`src/rtl/booth_seq_controller.sv`:
```
// booth_seq_controller
//   Control FSM and I/O buffer for a 16-bit radix-2 Booth sequential multiplier.
//   Accepts an operand pair, steps the datapath through load and 16 add/sub+shift
//   iterations, then holds the 32-bit signed product on a valid/ready output.
//
//   Handshake semantics (both ports): a transfer happens on a rising clk edge
//   where valid && ready are both 1. A valid producer keeps valid and data
//   stable until that transfer; ready may be asserted with or without valid
//   and has no effect without it.
//
//   Optional feature: define BOOTH_CTRL_OPCNT_EN to add the op_count output,
//   a wrapping 16-bit count of completed output handshakes.
module booth_seq_controller #(
    parameter int WIDTH_M = 16,
    parameter int WIDTH_P = 32
) (
    input  logic               clk,
    input  logic               rst_n,
    input  logic               in_valid,
    output logic               in_ready,
    input  logic [WIDTH_M-1:0] in_multiplier,
    input  logic [WIDTH_M-1:0] in_multiplicand,
    output logic               out_valid,
    input  logic               out_ready,
    output logic [WIDTH_P-1:0] res_product,
    output logic [WIDTH_M-1:0] dp_multiplier,
    output logic [WIDTH_M-1:0] dp_multiplicand,
    output logic               dp_start,
    output logic               dp_en_multr,
    output logic               dp_en_mltd,
    output logic               dp_en_count,
    output logic               dp_en_ac,
    output logic               dp_selQ,
    output logic               dp_selA,
    output logic               dp_selQ_1,
    output logic               dp_en_out,
    output logic               dp_clear,
    output logic [1:0]         dp_alu_op,
    input  logic               dp_count_done,
    input  logic               dp_Q0,
    input  logic               dp_Q_1,
    input  logic [WIDTH_P-1:0] dp_product,
    output logic [1:0]         dbg_state
`ifdef BOOTH_CTRL_OPCNT_EN
    ,
    output logic [15:0]        op_count
`endif
);

    typedef enum logic [1:0] {
        IDLE = 2'd0,
        RUN  = 2'd1,
        DONE = 2'd2
    } state_t;

    state_t state_q;
    state_t state_d;
    logic   prod_load;

    // Operands go straight through; the datapath registers them on accept.
    assign dp_multiplier   = in_multiplier;
    assign dp_multiplicand = in_multiplicand;
    assign dbg_state       = state_q;

    // State register.
    always_ff @(posedge clk or negedge rst_n) begin
        if (!rst_n) begin
            state_q <= IDLE;
        end else begin
            state_q <= state_d;
        end
    end

    // Next-state and datapath control decode.
    always_comb begin
        state_d     = state_q;
        in_ready    = 1'b0;
        out_valid   = 1'b0;
        prod_load   = 1'b0;
        dp_start    = 1'b0;
        dp_en_multr = 1'b0;
        dp_en_mltd  = 1'b0;
        dp_en_count = 1'b0;
        dp_en_ac    = 1'b0;
        dp_selQ     = 1'b0;
        dp_selA     = 1'b0;
        dp_selQ_1   = 1'b0;
        dp_en_out   = 1'b1;
        dp_clear    = 1'b0;
        dp_alu_op   = 2'b00;
        case (state_q)
            IDLE: begin
                in_ready = 1'b1;
                if (in_valid) begin
                    // Load M and Q from the inputs, zero A, restart the count.
                    dp_start    = 1'b1;
                    dp_en_mltd  = 1'b1;
                    dp_en_multr = 1'b1;
                    dp_selQ     = 1'b0;
                    dp_en_ac    = 1'b1;
                    dp_selA     = 1'b0;
                    state_d     = RUN;
                end
            end
            RUN: begin
                if (!dp_count_done) begin
                    dp_en_ac    = 1'b1;
                    dp_en_multr = 1'b1;
                    dp_en_count = 1'b1;
                    dp_selA     = 1'b1;
                    dp_selQ     = 1'b1;
                    dp_selQ_1   = 1'b1;
                    dp_en_out   = 1'b0;
                    prod_load   = 1'b1;
                    // Booth recoding of the {Q0, Q_-1} pair.
                    case ({dp_Q0, dp_Q_1})
                        2'b01:   dp_alu_op = 2'b01;
                        2'b10:   dp_alu_op = 2'b10;
                        default: dp_alu_op = 2'b00;
                    endcase
                end else begin
                    // Count reached: the 16th iteration's value is already held.
                    state_d = DONE;
                end
            end
            DONE: begin
                out_valid = 1'b1;
                if (out_ready) begin
                    dp_clear = 1'b1;
                    state_d  = IDLE;
                end
            end
            default: begin
                state_d = IDLE;
            end
        endcase
    end

    // Product buffer: tracks the shifted {A,Q} during iterations, then holds.
    always_ff @(posedge clk or negedge rst_n) begin
        if (!rst_n) begin
            res_product <= '0;
        end else if (prod_load) begin
            res_product <= dp_product;
        end
    end

`ifdef BOOTH_CTRL_OPCNT_EN
    // Completed-result counter, wraps naturally at 16 bits.
    always_ff @(posedge clk or negedge rst_n) begin
        if (!rst_n) begin
            op_count <= 16'd0;
        end else if (out_valid && out_ready) begin
            op_count <= op_count + 16'd1;
        end
    end
`endif

endmodule

```
`config.mk`:
```
export PLATFORM = sky130hd
export DESIGN_NAME = booth_seq_controller
export DESIGN_NICKNAME = d
export VERILOG_FILES = /design/src/rtl/booth_seq_controller.sv
export SDC_FILE = /design/constraint.sdc
export NUM_CORES = 1
export LEC_CHECK = 0
export CORE_UTILIZATION = 34
export DETAILED_ROUTE_END_ITERATION = 8
export PLACE_DENSITY = 0.86
export SYNTH_ARGS = -nofsm -noshare
export SYNTH_HDL_FRONTEND = slang
export SYNTH_SLANG_ARGS = --single-unit
```
`constraint.sdc`:
```
create_clock -name clk -period 2.3 [get_ports clk]
set_input_delay 0.23 -clock clk [delete_from_list [all_inputs] [get_ports clk]]
set_output_delay 0.23 -clock clk [all_outputs]
set_load 0.02 [all_outputs]
```
==> metrics, run 1 <==
status finished, final reports clean; WL final 3.19 mm; DRT iter0 DRCs 36; XOR/XNOR Fraction of Synth Area 0%; post-route cell area 2450 µm²; syn_area_per_cell 14.2 µm²; postcts setup bufs 0; fin crit period 2140 ps; Cell Area, Placed 2370 µm²; # fillers 429; CTS tree done; setup_tns 0 ps; arrival time worst endpoint 1910 ps; CTS Buf Count 5; via count of the first global-routing pass 1032; core footprint 4790 µm²; Seq/Total Area, Yosys 49.5%; H-Tree Depth 2; post-synthesis simple-gate area fraction 4.29%; routed vias/inst 4.19; Final #Nets 248; compound-gate portion of the synthesized area 0.873%; DR WL/cell 13.1 µm; final hold violations 0; commonest non-fill, non-tap cell in the layout clkdlybuf4s50_1; Pleak 1.10 nW; critical-path maximum fanout 13; CP required 2070 ps; Mapped Area 1720 µm²; largest net degree at the start of global routing 35; antenna-violating nets left 0; Setup Skew 7.75 ps; Residual DRC 0; Finish-stage setup viols 0; hpwl dp 2.27 mm; post-synthesis mux area share 26.8%; Crit. End Element output pin; initial antenna violation count 0; main combinational cell family by area after synthesis multiplexers; global placement routability congestion 0.599; Post-Synth Adder-Cell Area 0%; CTS clk-pin slew, worst paths 70 ps; Synth Register Bits 34; root buffer cell clkbuf_8; Clk Latency, worst-skew pair 280 ps; Peak VDD IR 0.611 mV; Syn-to-layout area delta 42.4%; Hold WC Path Type primary input to asynchronous set/reset pin; crit path launch type flop; Die Area 5350 µm²; gr ovfl total 0; first-pass GRT wire length 4.89 mm; Pre-antenna DRT Iters 4; Period Utilization, post-route 92.9%; count of different cell masters after synthesis 15; IO Count 151; Die H 73.1 µm; Worst-Margin Slew 737 ps; routed via count 1022; Initial Util 35.9%; Rows 25; Slew headroom 50.9%; Die X-Extent 73.1 µm; CTS sink cnt 34; IO Port Bufs 86; Hold-fix buffers, CTS 0; power per standard cell area 1450 nW/µm²; layout cells sized above 1 25.4%; GRT Resource Usage Total 12.6%; RSZ-0062 raised after global routing false; synth warn 0; critical path type flop to output pin; synthesized instance count 121; post-synth net total 192; Slew Limit Fails 0; diodes inserted 0; maxcap violations 0; highest-count cells in the layout ignoring fill and taps clkdlybuf4s50_1 (85), dfrtp_1 (34), mux2_4 (27); Achievable Freq 0.468 GHz; clk buf depth 2; CTS resizes 0
==> cells in the mapped netlist <==
cell type  number  area share [%]
a21oi_1         2            0.58
and2_1          1            0.36
buf_4          37              16
buf_6           3             2.0
dfrtp_1        34              49
inv_1           1            0.22
inv_2           1            0.22
mux2_2          5             3.3
mux2_4         27              24
nand2b_1        3             1.1
nand3b_1        1            0.44
nor2_1          2            0.44
nor3b_1         2            0.87
nor3b_4         1             1.1
o21ai_0         1            0.29
==> where the power goes <==
group | internal (W) | switching [W] | total (W)
Combinational | 0.00118 | 0.000860 | 0.00204
Clock | 0.000203 | 0.000208 | 0.000411
Sequential | 0.000906 | 0.000187 | 0.00109
==> stage by stage <==
stage               cells  hold slack [ps]  setup WS (ps)  utilization (%)  power, W
floorplan             121            -65.6            244                -   0.00235
global placement      237              333            219             49.5   0.00312
detailed placement    237              345            215             49.5   0.00315
CTS                   244             32.3            138             51.2   0.00359
global route          244             71.1           58.4             51.2   0.00375
finish                244             8.59            163             51.2   0.00354
==> sequential cells by signal (all words and copies together) (netlist names) <==
signal / flops
res_product: 32
dbg_state: 2
==> worst paths after layout <==
check | start | to | slack (ps) | cells past startpoint
setup reg to reg | dbg_state[0]$_DFFE_PN0P_ | res_product[31]$_DFFE_PN0N_ | 750 | 4
min in group clk | in_multiplicand[3] | dp_multiplicand[3] | 460 | 0
max in group asynchronous | rst_n | res_product[6]$_DFFE_PN0N_ | 1820 | 1
hold / removal | rst_n | res_product[16]$_DFFE_PN0N_ | 9 | 1
setup / recovery | dbg_state[0]$_DFFE_PN0P_ | dp_en_out | 160 | 4
hold reg to reg | res_product[12]$_DFFE_PN0N_ | res_product[12]$_DFFE_PN0N_ | 500 | 1
==> worst max-delay path, stage by stage (launching register included) <==
cell and delay (ps):
dfrtp_1 440, nor3b_4 180, inv_2 100, buf_4 260, clkdlybuf4s50_1 650
==> metal layers <==
layer	part of all wire, %	track usage, %
met1	41	15.2
met4	0.53	6.32
met3	12	6.35
met2	46	18.3
met5	0	0
==> cell families (layout without fill, tap and decap cells) <==
family | count (synthesis) | count (layout)
AO/OA/AOI/OAI | 3 | 3
flip-flops | 34 | 34
AND/OR/NAND/NOR | 10 | 10
multiplexers | 32 | 32
buffers and inverters | 42 | 98
==> cell type report <==
| type | instances | area (µm²) | area share (%) |
|---|---|---|---|
| Clock buffer | 5 | 68.8 | 2.81 |
| Tap cell | 67 | 83.8 | 3.42 |
| Sequential cell | 34 | 851 | 34.7 |
| Clock inverter | 2 | 10.0 | 0.409 |
| Timing Repair Buffer | 89 | 878 | 35.9 |
| Multi-Input combinational cell | 45 | 551 | 22.5 |
| Inverter | 2 | 7.51 | 0.306 |
(Power assumes the default switching activity.)
==> run 2: changes to the inputs <==
Settings changed: CORE_MARGIN set to 4.
==> metrics, run 2 (same netlist as run 1, synthesis figures left out) <==
Worst-Margin Slew 747 ps (+9.87 ps); depth of the most critical reg-to-reg path 4 (unchanged); Pleak 1.14 nW (+3.7%); Period Utilization, post-route 93.2% (+0.29 points); Largest register FFs 32 (unchanged); setup_tns 0 ps (unchanged); Pre-antenna DRT Iters 2 (-2); Initial Util 35.7% (-0.23 points); met1 usage 13.4% (-1.7 points); setup slack after layout 157 ps (-6.70 ps); critical-path maximum fanout 18 (+5); FF-to-FF End res_product[2]$_DFFE_PN0N_; routed vias/inst 4.22 (+0.66%); layout cells sized above 1 25.8% (+0.42 points); Final #Nets 248 (unchanged); via count of the first global-routing pass 1183 (+15%); IO Port Bufs 86 (unchanged); hold_ws 11.4 ps (+2.82 ps); met2 usage 20.4% (+2.1 points); Crit path max-delay family buffers and inverters; P_int 0.00233 W (+1.7%); Cell Chain, Critical Path nor3b_4 -> inv_2 -> buf_6 -> clkdlybuf4s50_1; hpwl dp 2.75 mm (+21%); DR WL/cell 14.9 µm (+14%); Clk Latency, worst-skew pair 280 ps (about the same); crit path launch type flop; Finish-stage setup viols 0 (unchanged); power per standard cell area 1460 nW/µm² (+0.87%); Rows 25 (unchanged); Clock Power Share 12.8% (+1.2 points); CP max-delay cell clkdlybuf4s50_1; highest-count cells in the layout ignoring fill and taps clkdlybuf4s50_1 (83), dfrtp_1 (34), mux2_4 (27); IO Count 151 (unchanged); global placement routability congestion 0.672 (+12%); Reg with most FFs res_product; core footprint 4820 µm² (+0.65%); Achievable Freq 0.467 GHz (-0.31%); R2R Setup Slk 770 ps (+20 ps); routed via count 1033 (+1.1%); Peak VDD IR 0.742 mV (+21%); CTS sink cnt 34 (unchanged); switching share of power 35.5% (+0.11 points); post-place setup slack 88.3 ps (-127 ps); arrival time worst endpoint 1910 ps (about the same); Slew headroom 50.2% (-0.66 points); Crit. End Element output pin; Comb power frac 56.7% (-0.9 points); CTS Buf Count 5 (unchanged); first-pass GRT wire length 5.81 mm (+19%); GRT Resource Usage Total 12.1% (-0.50 points); Hold-fix buffers, CTS 0 (unchanged); commonest non-fill, non-tap cell in the layout clkdlybuf4s50_1; CTS tree done; Hold WC Path Type primary input to asynchronous set/reset pin; Crit path depth 4 (unchanged); RSZ-0062 raised after global routing false; CTS clk-pin slew, worst paths 70 ps (about the same); root buffer cell clkbuf_8; FF-to-FF Start dbg_state[1]$_DFFE_PN0P_; Setup Skew 3.55 ps (-4.20 ps); antenna-violating nets left 0 (unchanged); diodes inserted 0 (unchanged); Die H 79.1 µm (+8.2%); Die Area 6260 µm² (+17%); Slew Limit Fails 0 (unchanged); sw power 0.00128 W (+2.2%); Residual DRC 0 (unchanged); DRT iter0 DRCs 14 (-61%); CP Buf/Inv Count 3 (unchanged); final hold violations 0 (unchanged); Die X-Extent 79.1 µm (+8.2%); critical path type flop to output pin; WL final 3.64 mm (+14%); GR peak layer met2; maxcap violations 0 (unchanged); fin crit period 2140 ps (+6.70 ps); status finished, final reports clean; initial antenna violation count 0 (unchanged); gr ovfl total 0 (unchanged); H-Tree Depth 2 (unchanged); Seq pwr share 30.5% (-0.3 points); clk buf depth 2 (unchanged); largest net degree at the start of global routing 35 (unchanged); met3 Usage GRT 6.35% (about the same); CP required 2070 ps (about the same); Syn-to-layout area delta 43.9%; max incr delay on CP 650 ps (about the same)
[run 2: changes by cell type in the layout (fill, tap and decap cells not counted), sizes merged]
cell	before	now
clkbuf	5	6
clkinvlp	0	1
clkinv	2	1
clkdlybuf4s50	85	83
dlymetal6s2s	0	2
[run 2: layer usage]
layer	vias up	wire [µm]
li1	474	-
met4	0	27
met2	63	1830
met3	6	382
met1	490	1400
met5	-	0
[run 2: per-stage QoR]
| step | instances | cell area [µm²] | utilization (%) | power (W) |
|---|---|---|---|---|
| after CTS | 244 | 2460 | 51.0 | 0.00365 |
| after global routing | 245 | 2470 | 51.4 | 0.00383 |
| after global placement | 236 | 2360 | 49.1 | 0.00313 |
| final | 245 | 2470 | 51.4 | 0.00361 |
| after detailed placement | 236 | 2360 | 49.1 | 0.00317 |
| after floorplan | 121 | 1720 | - | 0.00235 |
[run 2: how the worst max path moves through the flow]
stage / start / endpoint
global route: dbg_state[1]$_DFFE_PN0P_ / dp_en_out
CTS: dbg_state[1]$_DFFE_PN0P_ / dp_alu_op[0]
floorplan: dbg_state[0]$_DFFE_PN0P_ / dp_alu_op[0]
detailed placement: dp_count_done / dp_alu_op[0]
global placement: dp_count_done / dp_en_out
finish: dbg_state[0]$_DFFE_PN0P_ / dp_en_out
[run 2: cell type report]
type	count	area, µm²
Multi-Input combinational cell	45	551
Timing Repair Buffer	89	887
Inverter	2	7.51
Sequential cell	34	851
Clock buffer	6	82.6
Clock inverter	2	12.5
Tap cell	67	83.8
Fill cell	439	2340
[run 2: worst reg2reg max path: cells and delay by family, from the launching register on]
kind / cells / cell delay [ps]
mux: 1 / 320
buf+inv: 2 / 330
flops: 1 / 480
simple gates: 1 / 300
[run 2: repair_timing]
| action | in CTS | in global routing |
|---|---|---|
| resized for setup | 0 | 3 |
| setup buffers | 0 | 1 |
| setup endpoints to repair | 0 | 3 |
| hold endpoints to repair | 0 | 0 |
[run 2: power by group through the flow]
| stage | registers, W | clock network, W | logic [W] |
|---|---|---|---|
| global route | 0.00115 | 0.000515 | 0.00215 |
| detailed placement | 0.00110 | 0 | 0.00206 |
| finish | 0.00110 | 0.000462 | 0.00205 |
| CTS | 0.00110 | 0.000478 | 0.00207 |
| global placement | 0.00109 | 0 | 0.00204 |
| floorplan | 0.00147 | 0 | 0.000883 |
==> run 3: changes to the inputs <==
Settings changed: CTS_CLUSTER_SIZE set to 14.
==> results of run 3 <==
No change in the layout: final DEF, timing and power equal those of run 2.
